## src/rtl/ofs_fim_hssi_tx_axis_skid.sv

```systemverilog
// rtl/ofs_fim_hssi_tx_axis_skid.sv - Registered 2-entry AXI-S skid buffer on the HSSI TX path; OFS_FIM_HSSI_TX_SKID_STATS_EN adds packet/error counters
module ofs_fim_hssi_tx_axis_skid #(
    parameter int DATA_W = 64,
    parameter int USER_W = 1
) (
    input  logic                  clk,
    input  logic                  rst_n,

    input  logic                  s_tvalid,
    output logic                  s_tready,
    input  logic [DATA_W-1:0]     s_tdata,
    input  logic [DATA_W/8-1:0]   s_tkeep,
    input  logic                  s_tlast,
    input  logic [USER_W-1:0]     s_tuser,

    output logic                  m_tvalid,
    input  logic                  m_tready,
    output logic [DATA_W-1:0]     m_tdata,
    output logic [DATA_W/8-1:0]   m_tkeep,
    output logic                  m_tlast,
    output logic [USER_W-1:0]     m_tuser,

    output logic                  m_in_pkt
`ifdef OFS_FIM_HSSI_TX_SKID_STATS_EN
    ,
    output logic [31:0]           stat_pkt_cnt,
    output logic [15:0]           stat_err_cnt,
    input  logic                  stat_clr
`endif
);

    localparam int KEEP_W = DATA_W / 8;

    typedef enum logic [1:0] {
        EMPTY = 2'd0,
        ONE   = 2'd1,
        FULL  = 2'd2
    } state_t;

    state_t              state;

    // Second storage slot; only holds a beat while the buffer is FULL.
    logic [DATA_W-1:0]   skid_tdata;
    logic [KEEP_W-1:0]   skid_tkeep;
    logic                skid_tlast;
    logic [USER_W-1:0]   skid_tuser;

    logic                in_xfer;
    logic                out_xfer;

    // s_tready and m_tvalid are registers, so both handshakes see only flop outputs.
    assign in_xfer  = s_tvalid & s_tready;
    assign out_xfer = m_tvalid & m_tready;

    // Occupancy FSM: moves beats between input, main register (m_*) and skid register.
    always_ff @(posedge clk or negedge rst_n) begin
        if (!rst_n) begin
            state      <= EMPTY;
            s_tready   <= 1'b0;
            m_tvalid   <= 1'b0;
            m_tdata    <= '0;
            m_tkeep    <= '0;
            m_tlast    <= 1'b0;
            m_tuser    <= '0;
            skid_tdata <= '0;
            skid_tkeep <= '0;
            skid_tlast <= 1'b0;
            skid_tuser <= '0;
        end else begin
            case (state)
                EMPTY: begin
                    // Also the first edge after reset release: open the input.
                    s_tready <= 1'b1;
                    if (in_xfer) begin
                        m_tdata  <= s_tdata;
                        m_tkeep  <= s_tkeep;
                        m_tlast  <= s_tlast;
                        m_tuser  <= s_tuser;
                        m_tvalid <= 1'b1;
                        state    <= ONE;
                    end
                end
                ONE: begin
                    if (in_xfer && out_xfer) begin
                        m_tdata <= s_tdata;
                        m_tkeep <= s_tkeep;
                        m_tlast <= s_tlast;
                        m_tuser <= s_tuser;
                    end else if (in_xfer) begin
                        // Output stalled while a beat arrived: park it and close the input.
                        skid_tdata <= s_tdata;
                        skid_tkeep <= s_tkeep;
                        skid_tlast <= s_tlast;
                        skid_tuser <= s_tuser;
                        s_tready   <= 1'b0;
                        state      <= FULL;
                    end else if (out_xfer) begin
                        m_tvalid <= 1'b0;
                        state    <= EMPTY;
                    end
                end
                FULL: begin
                    if (out_xfer) begin
                        m_tdata  <= skid_tdata;
                        m_tkeep  <= skid_tkeep;
                        m_tlast  <= skid_tlast;
                        m_tuser  <= skid_tuser;
                        s_tready <= 1'b1;
                        state    <= ONE;
                    end
                end
                default: begin
                    m_tvalid <= 1'b0;
                    s_tready <= 1'b1;
                    state    <= EMPTY;
                end
            endcase
        end
    end

    // Packet tracking of the output side: set by a non-last beat leaving, cleared by a last beat.
    always_ff @(posedge clk or negedge rst_n) begin
        if (!rst_n) begin
            m_in_pkt <= 1'b0;
        end else if (out_xfer) begin
            m_in_pkt <= ~m_tlast;
        end
    end

`ifdef OFS_FIM_HSSI_TX_SKID_STATS_EN
    // Packet and errored-packet counters on output tlast beats; clear wins over increment.
    always_ff @(posedge clk or negedge rst_n) begin
        if (!rst_n) begin
            stat_pkt_cnt <= '0;
            stat_err_cnt <= '0;
        end else if (stat_clr) begin
            stat_pkt_cnt <= '0;
            stat_err_cnt <= '0;
        end else if (out_xfer && m_tlast) begin
            stat_pkt_cnt <= stat_pkt_cnt + 32'd1;
            if (m_tuser[0]) begin
                stat_err_cnt <= stat_err_cnt + 16'd1;
            end
        end
    end
`endif

endmodule
```

## config.mk

```make
export PLATFORM = sky130hd
export DESIGN_NAME = ofs_fim_hssi_tx_axis_skid
export DESIGN_NICKNAME = d
export VERILOG_FILES = /design/src/rtl/ofs_fim_hssi_tx_axis_skid.sv
export SDC_FILE = /design/constraint.sdc
export NUM_CORES = 1
export LEC_CHECK = 0
export ABC_AREA = 1
export BUFFER_PORTS_ARGS = -buffer_cell sky130_fd_sc_hd__buf_2
export CAP_MARGIN = 20
export CORE_MARGIN = 4
export CORE_UTILIZATION = 45
export CTS_CLUSTER_DIAMETER = 50
export DETAILED_ROUTE_END_ITERATION = 6
export MAX_ROUTING_LAYER = met4
export PLACE_DENSITY = 0.77
export SYNTH_ARGS = -nofsm -noshare
export SYNTH_HDL_FRONTEND = slang
export SYNTH_SLANG_ARGS = --single-unit
```

## constraint.sdc

```tcl
create_clock -name clk -period 1.95 [get_ports clk]
set_clock_uncertainty 0.05 [all_clocks]
set_input_delay 0.195 -clock clk [delete_from_list [all_inputs] [get_ports clk]]
set_output_delay 0.195 -clock clk [all_outputs]
set_load 0.03 [all_outputs]
```

Word-level counts from Yosys, hierarchy flattened
Cells that the tools add are included.
Storage, ports and cells
  register bits after elaboration: 153
  input port bits: 78
  output and inout bits: 77
  word-level logic and storage cells: 66
Cells by class
  eq/ne operators: 10
  muxes and demuxes: 31
  bitwise operators: 5
  reductions and logical operators: 8
Operators with widths (count)
  64-bit two-way mux: 3
  64-bit case mux with 3 select lines: 1
  8-bit two-way mux: 3
  8-bit case mux with 3 select lines: 1
  2-bit != test (second input constant): 7
  1-bit two-way mux: 13
  2-bit two-way mux: 5
  1-bit case mux with 3 select lines: 3
  4-bit AND reduction: 2
  2-bit case mux with 3 select lines: 1
  3-bit AND reduction: 2
  5-bit AND reduction: 1
  3-bit != test (second input constant): 1
  1-bit inverter: 3
  3-bit nonzero test: 1
  1-bit bitwise AND: 2
  2-bit by 1-bit == test with 1-bit output (second input constant): 1
  2-bit == test (second input constant): 1
  2-bit logical NOT: 1
  1-bit case mux with 2 select lines: 1
  1-bit logical AND: 1

Logic depth before layout (Yosys ltp)
  depth after elaboration: 5
  mapped depth: 9

Worst setup path before layout
Ideal clock, no wire load.
  path kind: register to register
  from: register m_tvalid
  to: register m_tlast
  setup time: 0.117 ns
  data arrival time: 1.340 ns
  data required time: 1.783 ns
  setup slack: 0.444 ns
  stages on the path, launching flop included: 8
  buffers on the path: 2
  path through: dfrtp_1 > nand2_1 > o21ai_0 > nand2_1 > buf_4 > buf_4 > nand2_1 > nand2_1
Between the ends
  cells in the longest elaborated chain, start to end: 4
  elaborated cells on any way between the ends: 5
RTL lines
  from (decl): line 16  | output logic m_tvalid,
  from (signal assigned): line 60  | m_tvalid <= 1'b0;
  from (signal assigned): line 79  | m_tvalid <= 1'b1;
  from (signal assigned): line 98  | m_tvalid <= 1'b0;
  1-bit bitwise AND (*): line 53  | assign out_xfer = m_tvalid & m_tready;
  1-bit logical AND: line 84  | if (in_xfer && out_xfer) begin
  2-bit != test (no line)
  4-bit AND reduction (no line) (*)
  to (signal assigned): line 77  | m_tlast <= s_tlast;
  to (signal assigned): line 87  | m_tlast <= s_tlast;
  to (signal assigned): line 106  | m_tlast <= skid_tlast;
  to (decl): line 20  | output logic m_tlast,
Every way passes the cells marked *; elsewhere a longest branch is shown, timed or not.
A chain may end at the register's enable or synchronous reset.

Worst setup path after layout
  from: register m_tvalid
  to: register m_tdata[60]
Between the ends
  cells in the longest elaborated chain, start to end: 4
  elaborated cells on any way between the ends: 5
RTL lines
  1-bit bitwise AND (*): line 53
  1-bit logical AND: line 84
  2-bit != test (no line)
  4-bit AND reduction (no line) (*)
  to (signal assigned): line 75  | m_tdata <= s_tdata;
  to (signal assigned): line 85  | m_tdata <= s_tdata;
  to (signal assigned): line 104  | m_tdata <= skid_tdata;
  to (decl): line 18  | output logic [DATA_W-1:0] m_tdata,
Marked as above.

==> results.tsv <==
metric	value	unit
period utilization	0.9033	
most crowded layer after global routing	met2	
via count	5811	
Routed Wire Length	15900	µm
post-synthesis sequential area ratio	0.5699	
relative slew slack	0.6015	
startpoint types	register	
PD cells	1743	nW/µm²
RSZ-0062 raised after global routing	no	
Lkg Pwr	4.861	nW
total track usage	0.1968	
post-cts sizing count	0	
CTS max path bufs	2	
Filler Cells Inserted	1273	
TritonCTS Sinks	153	
Pwr Total	0.01549	W
largest net degree at the start of global routing	58	
count of final hold-check violations	0	
crit-path max FO	53	
drt via density	4.771	
CTS tree	yes	
critical path class	reg -> reg	
Die Y-Extent	130.2	µm
area of the core	14590	µm²
H-tree levels	4	
post-DP HPWL	10010	µm
met1 global-route usage	0.2604	
standard-cell rows	44	
DR WL/cell	13.05	µm
Post-Syn Nets	905	
Layout Nets	1098	
Finish-stage setup viols	0	
Fin Hold WS	0.01671	ns
Area Overhead vs Synth	32.26	%
crit end category	register	
transition time of the tightest slew-check pin	0.5977	ns
Synth Register Bits	153	
outcome	complete, no violations	
antenna violations before repair	1	
Mapped Avg Cell Area	8.123	µm²
DRC	0	
commonest non-fill, non-tap cell in the layout	nand2_1	
f_max	0.5677	GHz
Iter 0 DRT Violations	341	
IO buf count	154	
Slew Viols, Final	0	
highest-count cells in the layout ignoring fill and taps	nand2_1 (351), buf_2 (153), dfrtp_1 (153)	
vias in the first global route	5280	
Starting Density	0.4605	
worst-skew pair later-pin latency	0.41	ns
DR pass1 iterations	4	
first-pass GRT wire length	25760	µm
CTS buffer count	17	
IR drop worst, VDD	827.1	µV
Reg clk slew, reported paths	0.06	ns
pre-CTS WS	0.2045	ns
clock root buffer	clkbuf_16	
M2 GR Usage	0.2987	
Post-Syn Area	6718	µm²
I/O pins	155	
layout cell share with drive strength beyond 1	0.2014	
total grt overflow	0	
Total Neg Setup Slack	0	ns
final worst setup slack	0.1885	ns
worst hold-check path type	in -> reg	
post-synthesis cell count	827	
postcts setup bufs	0	
Max Cap Viol	0	
Yosys warnings	0	
fin crit period	1.762	ns
worst endpoint required time	2.25	ns
Final ANT Viol Nets	0	
GRT met3 Usage	0.04666	
Cell variety after synth	17	
Die Wd	130.2	µm
Critical Path AT	2.06	ns
GP Congestion	0.8058	
die area	16950	µm²
final cells by class:
class | instances | area, µm² | share of cell area
Sequential cell | 153 | 3829 | 0.4309
Clock buffer | 17 | 425.4 | 0.04788
Multi-Input combinational cell | 549 | 2282 | 0.2569
Timing Repair Buffer | 221 | 1525 | 0.1717
Inverter | 78 | 292.8 | 0.03295
Clock inverter | 15 | 297.8 | 0.03352
Antenna cell | 1 | 2.502 | 0.0002817
Tap cell | 184 | 230.2 | 0.02591
layer usage:
metal | vias to the layer above | routed length [µm] | share of wire
met1 | 2692 | 7355 | 0.46
met3 | 22 | 826 | 0.052
met5 | - | 0 | 0
met4 | 0 | 284 | 0.018
li1 | 2940 | - | -
met2 | 157 | 7430 | 0.47
flip-flops by register name (all words and copies together) (netlist names):
signal / cells
m_tdata: 64
skid_tdata: 64
m_tkeep: 8
skid_tkeep: 8
state: 2
m_in_pkt: 1
m_tlast: 1
m_tuser: 1
m_tvalid: 1
s_tready: 1
skid_tlast: 1
skid_tuser: 1
worst max-delay path: stages, from the launching register on:
cell and delay (ns):
dfrtp_1 0.40, nand2_1 0.23, o21ai_0 0.16, nand2_2 0.12, buf_4 0.51, nand2_1 0.12
nand2_1 0.10
Yosys cell counts, drive strengths merged:
cell type | count | share of area
dfrtp | 153 | 0.57
nand2 | 354 | 0.20
o21ai | 120 | 0.089
nand3 | 6 | 0.0045
inv | 78 | 0.044
a21oi | 33 | 0.025
clkbuf | 11 | 0.0061
nor2 | 35 | 0.020
nand4 | 1 | 0.00093
buf | 36 | 0.042
repair_timing:
item	4_1_cts	5_1_grt
setup endpoints to repair	0	0
endpoints found under the hold margin	204	1
hold buffers	52	1
power by group:
part           internal [W]  leakage, nW  switching [W]  total (W)
clock               0.00267        0.339        0.00131    0.00397
sequential          0.00468         1.85       0.000758    0.00544
combinational       0.00189         2.67        0.00419    0.00607
logic make-up (layout without fill, tap and decap cells):
kind of cell	count (synthesis)	in the layout	share of synthesized area
compound gates	153	153	0.1140
buf+inv	125	331	0.09145
flops	153	153	0.5699
other cells	0	1	0
simple gates	396	396	0.2246
per-stage QoR:
step                area [µm²]  cells    util
detailed placement        7629   1132  0.5229
finish                    8885   1218  0.6090
floorplan                 6718    827       -
CTS                       8872   1216  0.6081
global placement          7629   1132  0.5229
global route              8885   1218  0.6090
worst paths after layout:
path | cells after the start | startpoint | end | slack, ns
worst min register to register | 2 | m_tdata[4] | m_tdata[4] | 0.42
worst max register to register | 6 | m_tvalid | m_tdata[60] | 0.19
min in group asynchronous | 2 | rst_n | skid_tdata[17] | 0.14
worst max-delay path | 6 | m_tvalid | m_tdata[60] | 0.19
max in group asynchronous | 3 | rst_n | skid_tdata[28] | 1.14
worst min-delay path | 3 | s_tdata[31] | skid_tdata[31] | 0.02
Power figures use the tool's default switching activity.
